[config.mk]
export PLATFORM = sky130hd
export DESIGN_NAME = cdb_writeback_buffer
export DESIGN_NICKNAME = d
export VERILOG_FILES = /design/src/rtl/cdb_writeback_buffer.sv
export SDC_FILE = /design/constraint.sdc
export NUM_CORES = 1
export LEC_CHECK = 0
export CORE_UTILIZATION = 50
export DETAILED_ROUTE_END_ITERATION = 7
export GPL_TIMING_DRIVEN = 0
export PLACE_DENSITY = 0.84
export SYNTH_ARGS = -nofsm -noshare
export SYNTH_HDL_FRONTEND = slang
export SYNTH_SLANG_ARGS = --single-unit
[constraint.sdc]
create_clock -name clk -period 2.7 [get_ports clk]
set_input_delay 0.54 -clock clk [delete_from_list [all_inputs] [get_ports clk]]
set_output_delay 0.54 -clock clk [all_outputs]
set_load 0.01 [all_outputs]
[src/rtl/cdb_writeback_buffer.sv]
// Writeback buffer between a functional unit and the CDB: in-order FIFO with registered FU backpressure.
// Optional macro CDB_WB_BYPASS_EN forwards a result straight to the CDB when the FIFO is empty.
module cdb_writeback_buffer #(
    parameter int XLEN          = 32,
    parameter int ROB_SIZE      = 256,
    parameter int PHYS_REG_SIZE = 256,
    parameter int DEPTH         = 4
) (
    input  logic                             clk,
    input  logic                             rst,
    input  logic                             valid_in,
    input  logic [XLEN-1:0]                  result_in,
    input  logic [$clog2(ROB_SIZE)-1:0]      rob_entry_in,
    input  logic [$clog2(PHYS_REG_SIZE)-1:0] dest_reg_in,
    input  logic                             flush,
    input  logic                             cdb_grant,
    output logic                             cdb_valid,
    output logic [XLEN-1:0]                  cdb_result,
    output logic [$clog2(ROB_SIZE)-1:0]      cdb_rob_entry,
    output logic [$clog2(PHYS_REG_SIZE)-1:0] cdb_dest_reg,
    output logic                             fu_stall,
    output logic                             overflow
);
    localparam int RW = $clog2(ROB_SIZE);
    localparam int DW = $clog2(PHYS_REG_SIZE);
    localparam int PW = $clog2(DEPTH);
    localparam int CW = $clog2(DEPTH + 1);
    localparam logic [CW-1:0] FULL_CNT  = CW'(DEPTH);
    localparam logic [CW-1:0] STALL_CNT = CW'(DEPTH - 1);

    logic [XLEN-1:0] res_mem  [DEPTH];
    logic [RW-1:0]   rob_mem  [DEPTH];
    logic [DW-1:0]   dest_mem [DEPTH];

    logic [PW-1:0] rd_ptr_q, rd_ptr_d;
    logic [PW-1:0] wr_ptr_q, wr_ptr_d;
    logic [CW-1:0] count_q, count_d;
    logic          fu_stall_q, fu_stall_d;
    logic          overflow_q, overflow_d;

    logic fifo_nonempty;
    logic pop_fifo;
    logic bypass_take;
    logic push;
    logic drop;

    assign fifo_nonempty = (count_q != '0);
    assign pop_fifo      = fifo_nonempty & cdb_grant;

`ifdef CDB_WB_BYPASS_EN
    logic bypass_active;
    // An empty FIFO lets the FU result ride the CDB in the same cycle; it is stored only if not granted.
    assign bypass_active = valid_in & ~fifo_nonempty;
    assign bypass_take   = bypass_active & cdb_grant;
    assign cdb_valid     = fifo_nonempty | bypass_active;
    assign cdb_result    = bypass_active ? result_in    : res_mem[rd_ptr_q];
    assign cdb_rob_entry = bypass_active ? rob_entry_in : rob_mem[rd_ptr_q];
    assign cdb_dest_reg  = bypass_active ? dest_reg_in  : dest_mem[rd_ptr_q];
`else
    assign bypass_take   = 1'b0;
    assign cdb_valid     = fifo_nonempty;
    assign cdb_result    = res_mem[rd_ptr_q];
    assign cdb_rob_entry = rob_mem[rd_ptr_q];
    assign cdb_dest_reg  = dest_mem[rd_ptr_q];
`endif

    assign push = valid_in & ~flush & ~bypass_take & ((count_q != FULL_CNT) | pop_fifo);
    assign drop = valid_in & ~flush & (count_q == FULL_CNT) & ~pop_fifo;

    always_comb begin
        rd_ptr_d   = rd_ptr_q;
        wr_ptr_d   = wr_ptr_q;
        count_d    = count_q;
        overflow_d = overflow_q | drop;
        if (flush) begin
            rd_ptr_d = '0;
            wr_ptr_d = '0;
            count_d  = '0;
        end else begin
            if (pop_fifo) begin
                rd_ptr_d = rd_ptr_q + PW'(1);
            end
            if (push) begin
                wr_ptr_d = wr_ptr_q + PW'(1);
            end
            case ({push, pop_fifo})
                2'b10:   count_d = count_q + CW'(1);
                2'b01:   count_d = count_q - CW'(1);
                default: count_d = count_q;
            endcase
        end
        // One spare slot absorbs the result already in flight when the FU sees the stall.
        fu_stall_d = ~flush & (count_d >= STALL_CNT);
    end

    always_ff @(posedge clk or negedge rst) begin
        if (!rst) begin
            rd_ptr_q   <= '0;
            wr_ptr_q   <= '0;
            count_q    <= '0;
            fu_stall_q <= 1'b0;
            overflow_q <= 1'b0;
        end else begin
            rd_ptr_q   <= rd_ptr_d;
            wr_ptr_q   <= wr_ptr_d;
            count_q    <= count_d;
            fu_stall_q <= fu_stall_d;
            overflow_q <= overflow_d;
        end
    end

    always_ff @(posedge clk) begin
        if (push) begin
            res_mem[wr_ptr_q]  <= result_in;
            rob_mem[wr_ptr_q]  <= rob_entry_in;
            dest_mem[wr_ptr_q] <= dest_reg_in;
        end
    end

    assign fu_stall = fu_stall_q;
    assign overflow = overflow_q;

endmodule

# After elaboration in Yosys (flattened, before gate mapping)
# Memories as Yosys holds them, arrays and structs flattened.
# Cells that the tools add are included.
[classes] eq_ne=4 add_sub_neg=4 n_reduce_logical=3 bitwise_logic=10 mux=8 order_cmp=1
[op_table] op="$mux W2" n=4
[op_table] op="$and A1 B1 Y1" n=6
[op_table] op="$pmux W3 S2" n=1
[op_table] op="$add A2 B1 Y2 const B" n=2
[op_table] op="$reduce_bool A2 Y1" n=2
[op_table] op="$add A3 B1 Y3 const B" n=1
[op_table] op="$eq A3 B3 Y1 const B" n=1
[op_table] op="$ge A3 B2 Y1 const B" n=1
[op_table] op="$mux W3" n=1
[op_table] op="$ne A3 B3 Y1 const B" n=1
[op_table] op="$reduce_bool A3 Y1" n=1
[op_table] op="$sub A3 B1 Y3 const B" n=1
[op_table] op="$eq A2 B1 Y1 const B" n=1
[op_table] op="$eq A2 B2 Y1 const B" n=1
[op_table] op="$mux W1" n=2
[op_table] op="$not A1 Y1" n=2
[op_table] op="$or A1 B1 Y1" n=2
[word_totals] ram_bits=192 memories=3 output_inout_bits=51 register_bits=9 word_cells=38 inputBits=53
[mem_list] name="res_mem" words=4 word_bits=32 read_ports=1 rd_ports_with_merged_regs=0 write_ports=1 line_no="31" text="logic [XLEN-1:0] res_mem [DEPTH];"
[mem_list] name="dest_mem" words=4 word_bits=8 read_ports=1 rd_ports_with_merged_regs=0 write_ports=1 line_no="33" text="logic [DW-1:0] dest_mem [DEPTH];"
[mem_list] name="rob_mem" words=4 word_bits=8 read_ports=1 rd_ports_with_merged_regs=0 write_ports=1 line_no="32" text="logic [RW-1:0] rob_mem [DEPTH];"

# Depth between registers and ports, before layout
# Gate-level depths: netlist of the first run.
[logic_depth] ltp_word=9 mapped_depth=8 depth_no_buf=7

# Least setup slack after synthesis of the first run
# No wires, ideal clock.
[synth_path] path_kind="input -> register" startpoint="in flush" endpoint="mem dest_mem[0][0] (netlist name) (enable)" t_arrival_ps=2188 cell_stages=4 t_required_ps=2289 path_slack_ps=101 setup_ps=411 path_buffers=1 path_cell_list="buf_6 -> nor2b_2 -> nor2b_4 -> and2_1"
[synth_via] elab_chain_len=5
[synth_rtl] element="start: declaration" line_no="15" text="input logic flush,"
[synth_rtl] element="$not A1 Y1" line_no="67" text="assign push = valid_in & ~flush & ~bypass_take & ((count_q != FULL_CNT) | pop_fifo);"
[synth_rtl] element="$and A1 B1 Y1 (2 in a row)" line_no="67"
[synth_rtl] element="$mux W1" line_no="113" text="if (push) begin"
[synth_rtl] element="$mux W1 (not written as such)" line_no="116" text="dest_mem[wr_ptr_q] <= dest_reg_in;"
[synth_rtl] element="end: declaration" line_no="33"
# No other way between the ends.

# Worst setup path in the final report of the first run
[layout_path] startpoint="reg rd_ptr_q[0]" endpoint="out cdb_result[18]"
[layout_via] elab_chain_len=1
[layout_rtl] element="start: declaration" line_no="35" text="logic [PW-1:0] rd_ptr_q, rd_ptr_d;"
[layout_rtl] element="start signal: assignment" line_no="104" text="rd_ptr_q <= rd_ptr_d;"
[layout_rtl] element="$mem_v2 Z4 W32"
[layout_rtl] element="end: declaration" line_no="18" text="output logic [XLEN-1:0] cdb_result,"
# No other way between the ends.

==> results of run 1 <==
## area by class of cell
type,count,area (um2)
sequential,201,5990
fill,979,4990
multi-input combinational,87,1410
timing repair buffer,108,1120
clock buffer,25,541
tap,184,230
buffer,11,140
clock inverter,12,110
inverter,2,7.51
## synth_stat cells (2+ instances only)
cell / n
inv_1: 2
a31oi_1: 2
xor2_1: 2
and2_1: 4
xnor2_1: 3
buf_2: 6
edfxtp_1: 192
buf_1: 4
mux2i_1: 2
ha_1: 4
nor2_1: 7
mux4_2: 48
dfrtp_1: 9
## registers in the layout, summed over array words and instances (netlist names)
register / cells
overflow: 1
fu_stall: 1
dest_mem: 32
count_q: 3
res_mem: 128
rd_ptr_q: 2
wr_ptr_q: 2
rob_mem: 32
## power breakdown
part | leakage [nW] | switching, mW | internal, mW
Sequential | 1.86 | 0.0711 | 3.58
Clock | 0.316 | 1.07 | 1.62
Combinational | 1.09 | 0.700 | 0.927
## logic make-up after synthesis
family / after synthesis / share of synthesized area
flip-flops: 201 / 0.803
multiplexers: 50 / 0.148
AND/OR/NAND/NOR: 21 / 0.0174
buffers and inverters: 14 / 0.00905
AO/OA/AOI/OAI: 6 / 0.00788
XOR/XNOR: 5 / 0.00587
adder cells (fa/ha/maj): 5 / 0.00939
## per-layer routing
layer  up-vias  routed length, um  track usage
li1       1533                  -            -
met1      1784               5340        0.226
met2       109               6850        0.311
met3        19                730       0.0353
met4         0                191       0.0513
met5         -                  0            0
## worst paths after layout
kind | endpoint | depth (start not counted)
max reg2reg | fu_stall$_DFF_PN0_ | 7
min reg2reg | overflow$_DFF_PN0_ | 1
max in group asynchronous | rd_ptr_q[1]$_DFFE_PN0P_ | 1
min in group asynchronous | overflow$_DFF_PN0_ | 1
max | cdb_result[18] | 4
min | rd_ptr_q[1]$_DFFE_PN0P_ | 2
## timing repair
action | 4_1_cts | 5_1_grt
gates resized for setup | 62 | 14
setup endpoints to repair | 48 | 13
setup buffers | 2 | 0
## per-stage QoR
stage / setup WS, ns / TNS (ns)
3_5_place_dp: -0.103 / -11.17
3_3_place_gp: -1.33 / -254.75
4_1_cts: 0.000322 / 0
2_1_floorplan: 0.101 / 0
6_report: 0.195 / 0
5_1_grt: 0.128 / 0
==> impl_metrics.py, run 1 <==
metrics = {
    "sta": {
        "slew_violations": 0,
        "finClkSkew_ns": 0.0130,
        "rsz0062_at_grt": "no",
        "hold_viol": 0,
        "relSlewSlack": 0.617,
        "period_minus_slack_ns": 2.50,
        "setup_violations": 0,
        "period_share": 0.928,
        "fmax_ghz": 0.399,
        "whs_ns": 0.257,
        "worst_pin_slew_ns": 0.574,
    },
    "grt": {
        "grt_max_degree": 32,
        "antenna_found_initial": 0,
        "grt_pass1_vias": 3662,
        "grt.total_usage": 0.178,
        "grt_pass1_wl_um": 20000,
        "gr-total-overflow": 0,
    },
    "cells_and_area": {
        "fin_cells": 630,
        "drive_above_1_share": 0.235,
        "area_growth_pct": 28.0,
        "layout_common_cells": "edfxtp_1 (192), clkdlybuf4s50_1 (54), mux4_2 (48)",
        "layout.nets": 490,
        "final_core_util": 0.657,
        "antenna_cells": 0,
        "layout_commonest_cell": "edfxtp_1",
        "final_cell_area_um2": 9550,
    },
    "clock_tree": {
        "cts.sinks": 201,
        "hold_buffers": 0,
        "clk_latency_ns": 0.48,
        "clock-root-buffer": "clkbuf_16",
        "htreeDepth": 1,
        "clkTransAtPathRegs_ns": 0.06,
        "cts_tree": "built",
        "cts_buffer_depth": 3,
        "numCtsBuffers": 21,
    },
    "detailed_routing": {
        "via_per_inst": 5.47,
        "wl_per_cell_um": 20.8,
        "ant_nets": 0,
        "detail_route.first_pass.iterations": 6,
        "drt-total-wl_um": 13100,
        "drc": 0,
        "dr.first_iter.drc_count": 177,
        "vias": 3445,
    },
    "yosys": {
        "yosysTopAreaCellShare": 0.773,
        "synth_fp_nets": 360,
        "ys_async_sr_fraction": 0.0448,
        "yosys_warnings": 0,
        "yosysSeqAreaShare": 0.803,
        "synth_edf_count": 192,
        "synth_flop_cell": "edfxtp_1",
        "yosysUniqueCellTypes": 30,
        "synthTopCellsByArea": "edfxtp_1 (77%), mux4_2 (14%), dfrtp_1 (3.0%), ha_1 (0.67%), buf_2 (0.40%)",
        "avgSynthCellArea_um2": 24.7,
        "netlist_instances": 302,
        "ys_ff_latch": 201,
        "netlist_area_um2": 7460,
        "yosysTopAreaCell": "edfxtp_1",
    },
    "setup_path": {
        "path_buf_inv": 3,
        "critical-path-top-delay-family": "buffers and inverters",
        "required_ns": 2.16,
        "crit_fanout": 10,
        "cp-start-kind": "register",
        "crit_top_cell": "buf_12",
        "cp-end-kind": "output port",
        "reg2reg_setup_slack_ns": 0.36,
        "startpoint": "rd_ptr_q[0]$_DFFE_PN0P_",
        "worst-setup-path-type": "reg -> out",
        "r2r_start": "count_q[1]$_DFF_PN0_",
        "worstPathArrival_ns": 1.96,
        "cp_slowest_stage_delay_ns": 0.52,
        "slowest_stage": "mux4_2",
        "crit_chain": "buf_12, buf_12, mux4_2, dlygate4sd2_1",
    },
    "pwr": {
        "ir_drop_mv": 0.763,
        "power_leakage_nw": 3.26,
        "p_per_area_nw_per_um2": 835,
        "total_power_mw": 7.97,
    },
    "floorplanning": {
        "start_util": 0.513,
        "die_area_um2": 15400,
        "rows": 44,
        "core_um2": 14500,
        "die_h_um": 124,
        "die_x_um": 124,
        "pin_count": 104,
    },
    "placed_design": {
        "io_buffers": 102,
        "hpwl_um": 8310,
        "dpl_cell_area_um2": 8800,
        "gp_congestion": 0.749,
        "dp_cells": 592,
    },
    "status": {
        "status": "completed",
    },
    "flow_run": {
        "maxCapViolCount": 0,
    },
    "worst_hold_path": {
        "hp-start": "flush",
        "hp-class": "in -> reg",
    },
}
(Power assumes the default switching activity.)
==> run 2, diff against run 1 <==
Settings changed: CORE_ASPECT_RATIO from default to 1.75.
==> impl_metrics.py, run 2 (synthesis results as in run 1) <==
metrics = {
    "cells_and_area": {
        "layout_commonest_cell": "edfxtp_1",
        "largest_register": "res_mem",
        "final_core_util": 0.659,
        "drive_above_1_share": 0.219,
        "layout.nets": 487,
        "area_growth_pct": 27.6,
        "fin_cells": 620,
        "largest_registers": "res_mem: 128 flops, dest_mem: 32 flops, rob_mem: 32 flops",
        "final_cell_area_um2": 9520,
        "layout_common_cells": "edfxtp_1 (192), clkdlybuf4s50_1 (62), mux4_2 (48)",
        "largest_reg_flops": 128,
    },
    "detailed_routing": {
        "via_per_inst": 5.46,
        "detail_route.first_pass.iterations": 4,
        "drt-total-wl_um": 13100,
        "vias": 3383,
        "wl_per_cell_um": 21.2,
        "dr.first_iter.drc_count": 192,
        "drc": 0,
        "ant_nets": 0,
    },
    "grt": {
        "grt.total_usage": 0.178,
        "grt_pass1_wl_um": 19900,
        "antenna_found_initial": 1,
        "grt_pass1_vias": 3663,
        "gr-total-overflow": 0,
        "grt_max_degree": 29,
    },
    "floorplanning": {
        "die_x_um": 94.4,
        "die_area_um2": 15400,
        "core_um2": 14400,
        "start_util": 0.517,
        "rows": 58,
        "pin_count": 104,
        "die_h_um": 164,
    },
    "setup_path": {
        "worstPathArrival_ns": 2.08,
        "cp-start-kind": "register",
        "r2r_start": "count_q[1]$_DFF_PN0_",
        "reg2regPathDepth": 7,
        "cp-end-kind": "output port",
        "worst-setup-path-type": "reg -> out",
        "required_ns": 2.16,
        "crit_fanout": 10,
        "r2r-end": "fu_stall$_DFF_PN0_",
        "reg2reg_setup_slack_ns": 0.43,
    },
    "clock_tree": {
        "htreeDepth": 1,
        "numCtsBuffers": 17,
        "clock-root-buffer": "clkbuf_16",
        "clkTransAtPathRegs_ns": 0.07,
        "cts.sinks": 201,
        "cts_tree": "built",
        "hold_buffers": 0,
        "clk_latency_ns": 0.45,
        "cts_buffer_depth": 3,
    },
    "sta": {
        "hold_viol": 0,
        "finClkSkew_ns": 0.00761,
        "rsz0062_at_grt": "no",
        "whs_ns": 0.274,
        "slew_violations": 0,
        "fin_tns_setup_ns": 0,
        "fmax_ghz": 0.381,
        "period_share": 0.971,
        "timing.final.ws_setup_ns": 0.0782,
        "period_minus_slack_ns": 2.62,
        "worst_pin_slew_ns": 0.802,
        "setup_violations": 0,
        "relSlewSlack": 0.466,
    },
    "placed_design": {
        "dp_cells": 588,
        "gp_congestion": 0.793,
        "hpwl_um": 8940,
        "io_buffers": 102,
        "dpl_worst_slack_ns": -0.228,
        "dpl_cell_area_um2": 8790,
    },
    "flow_run": {
        "maxCapViolCount": 0,
    },
    "pwr": {
        "p_per_area_nw_per_um2": 798,
        "total_power_mw": 7.60,
        "power_leakage_nw": 3.38,
        "ir_drop_mv": 0.539,
    },
    "worst_hold_path": {
        "hp-class": "in -> reg",
        "hold_end": "rd_ptr_q[1]$_DFFE_PN0P_",
        "hold_depth": 2,
        "hp-start": "flush",
    },
    "status": {
        "status": "completed",
    },
}
run 2: how the worst max path moves through the flow:
stage / start / to / slack, ns / cells past startpoint
floorplan: flush / dest_mem[0][0]$_DFFE_PP_ / 0.10 / 4
global placement: valid_in / res_mem[1][1]$_DFFE_PP_ / -1.23 / 4
detailed placement: valid_in / res_mem[0][1]$_DFFE_PP_ / -0.23 / 5
CTS: rd_ptr_q[0]$_DFFE_PN0P_ / cdb_dest_reg[5] / -0.06 / 3
global route: rd_ptr_q[0]$_DFFE_PN0P_ / cdb_result[19] / 0.03 / 3
finish: rd_ptr_q[0]$_DFFE_PN0P_ / cdb_result[19] / 0.08 / 3
run 2: final cells by class:
type | count | area, um2
diodes | 1 | 2.50
inverters | 2 | 7.51
plain buffers | 11 | 140
multi-input cells | 87 | 1410
clock inverters | 8 | 57.6
flip-flops and latches | 201 | 5990
clock buffers | 21 | 440
fillers | 938 | 4920
repair buffers | 109 | 1250
well taps | 180 | 225
run 2: repair_timing:
item / CTS / global route
resized for setup: 21 / 46
setup endpoints to repair: 48 / 46
cloned: 0 / 1
setup buffers: 0 / 2
run 2: critical path, stage by stage (launching register included):
cell and delay, ns:
dfrtp_2 0.42, buf_8 0.17, mux4_2 0.51, clkdlybuf4s50_1 0.52
run 2: power breakdown:
part	total [mW]	switching [mW]	internal (mW)	leakage (nW)
sequential	3.66	0.0794	3.58	1.86
clock	2.20	0.956	1.25	0.242
combinational	1.74	0.710	1.03	1.28
total	7.60	1.75	5.85	3.38
run 2: metal layers:
metal | part of all wire | vias to the layer above | GRT usage
met1 | 0.36 | 1756 | 0.199
met5 | 0 | - | 0
li1 | - | 1528 | -
met4 | 0.018 | 0 | 0.0594
met2 | 0.58 | 81 | 0.336
met3 | 0.043 | 18 | 0.0289
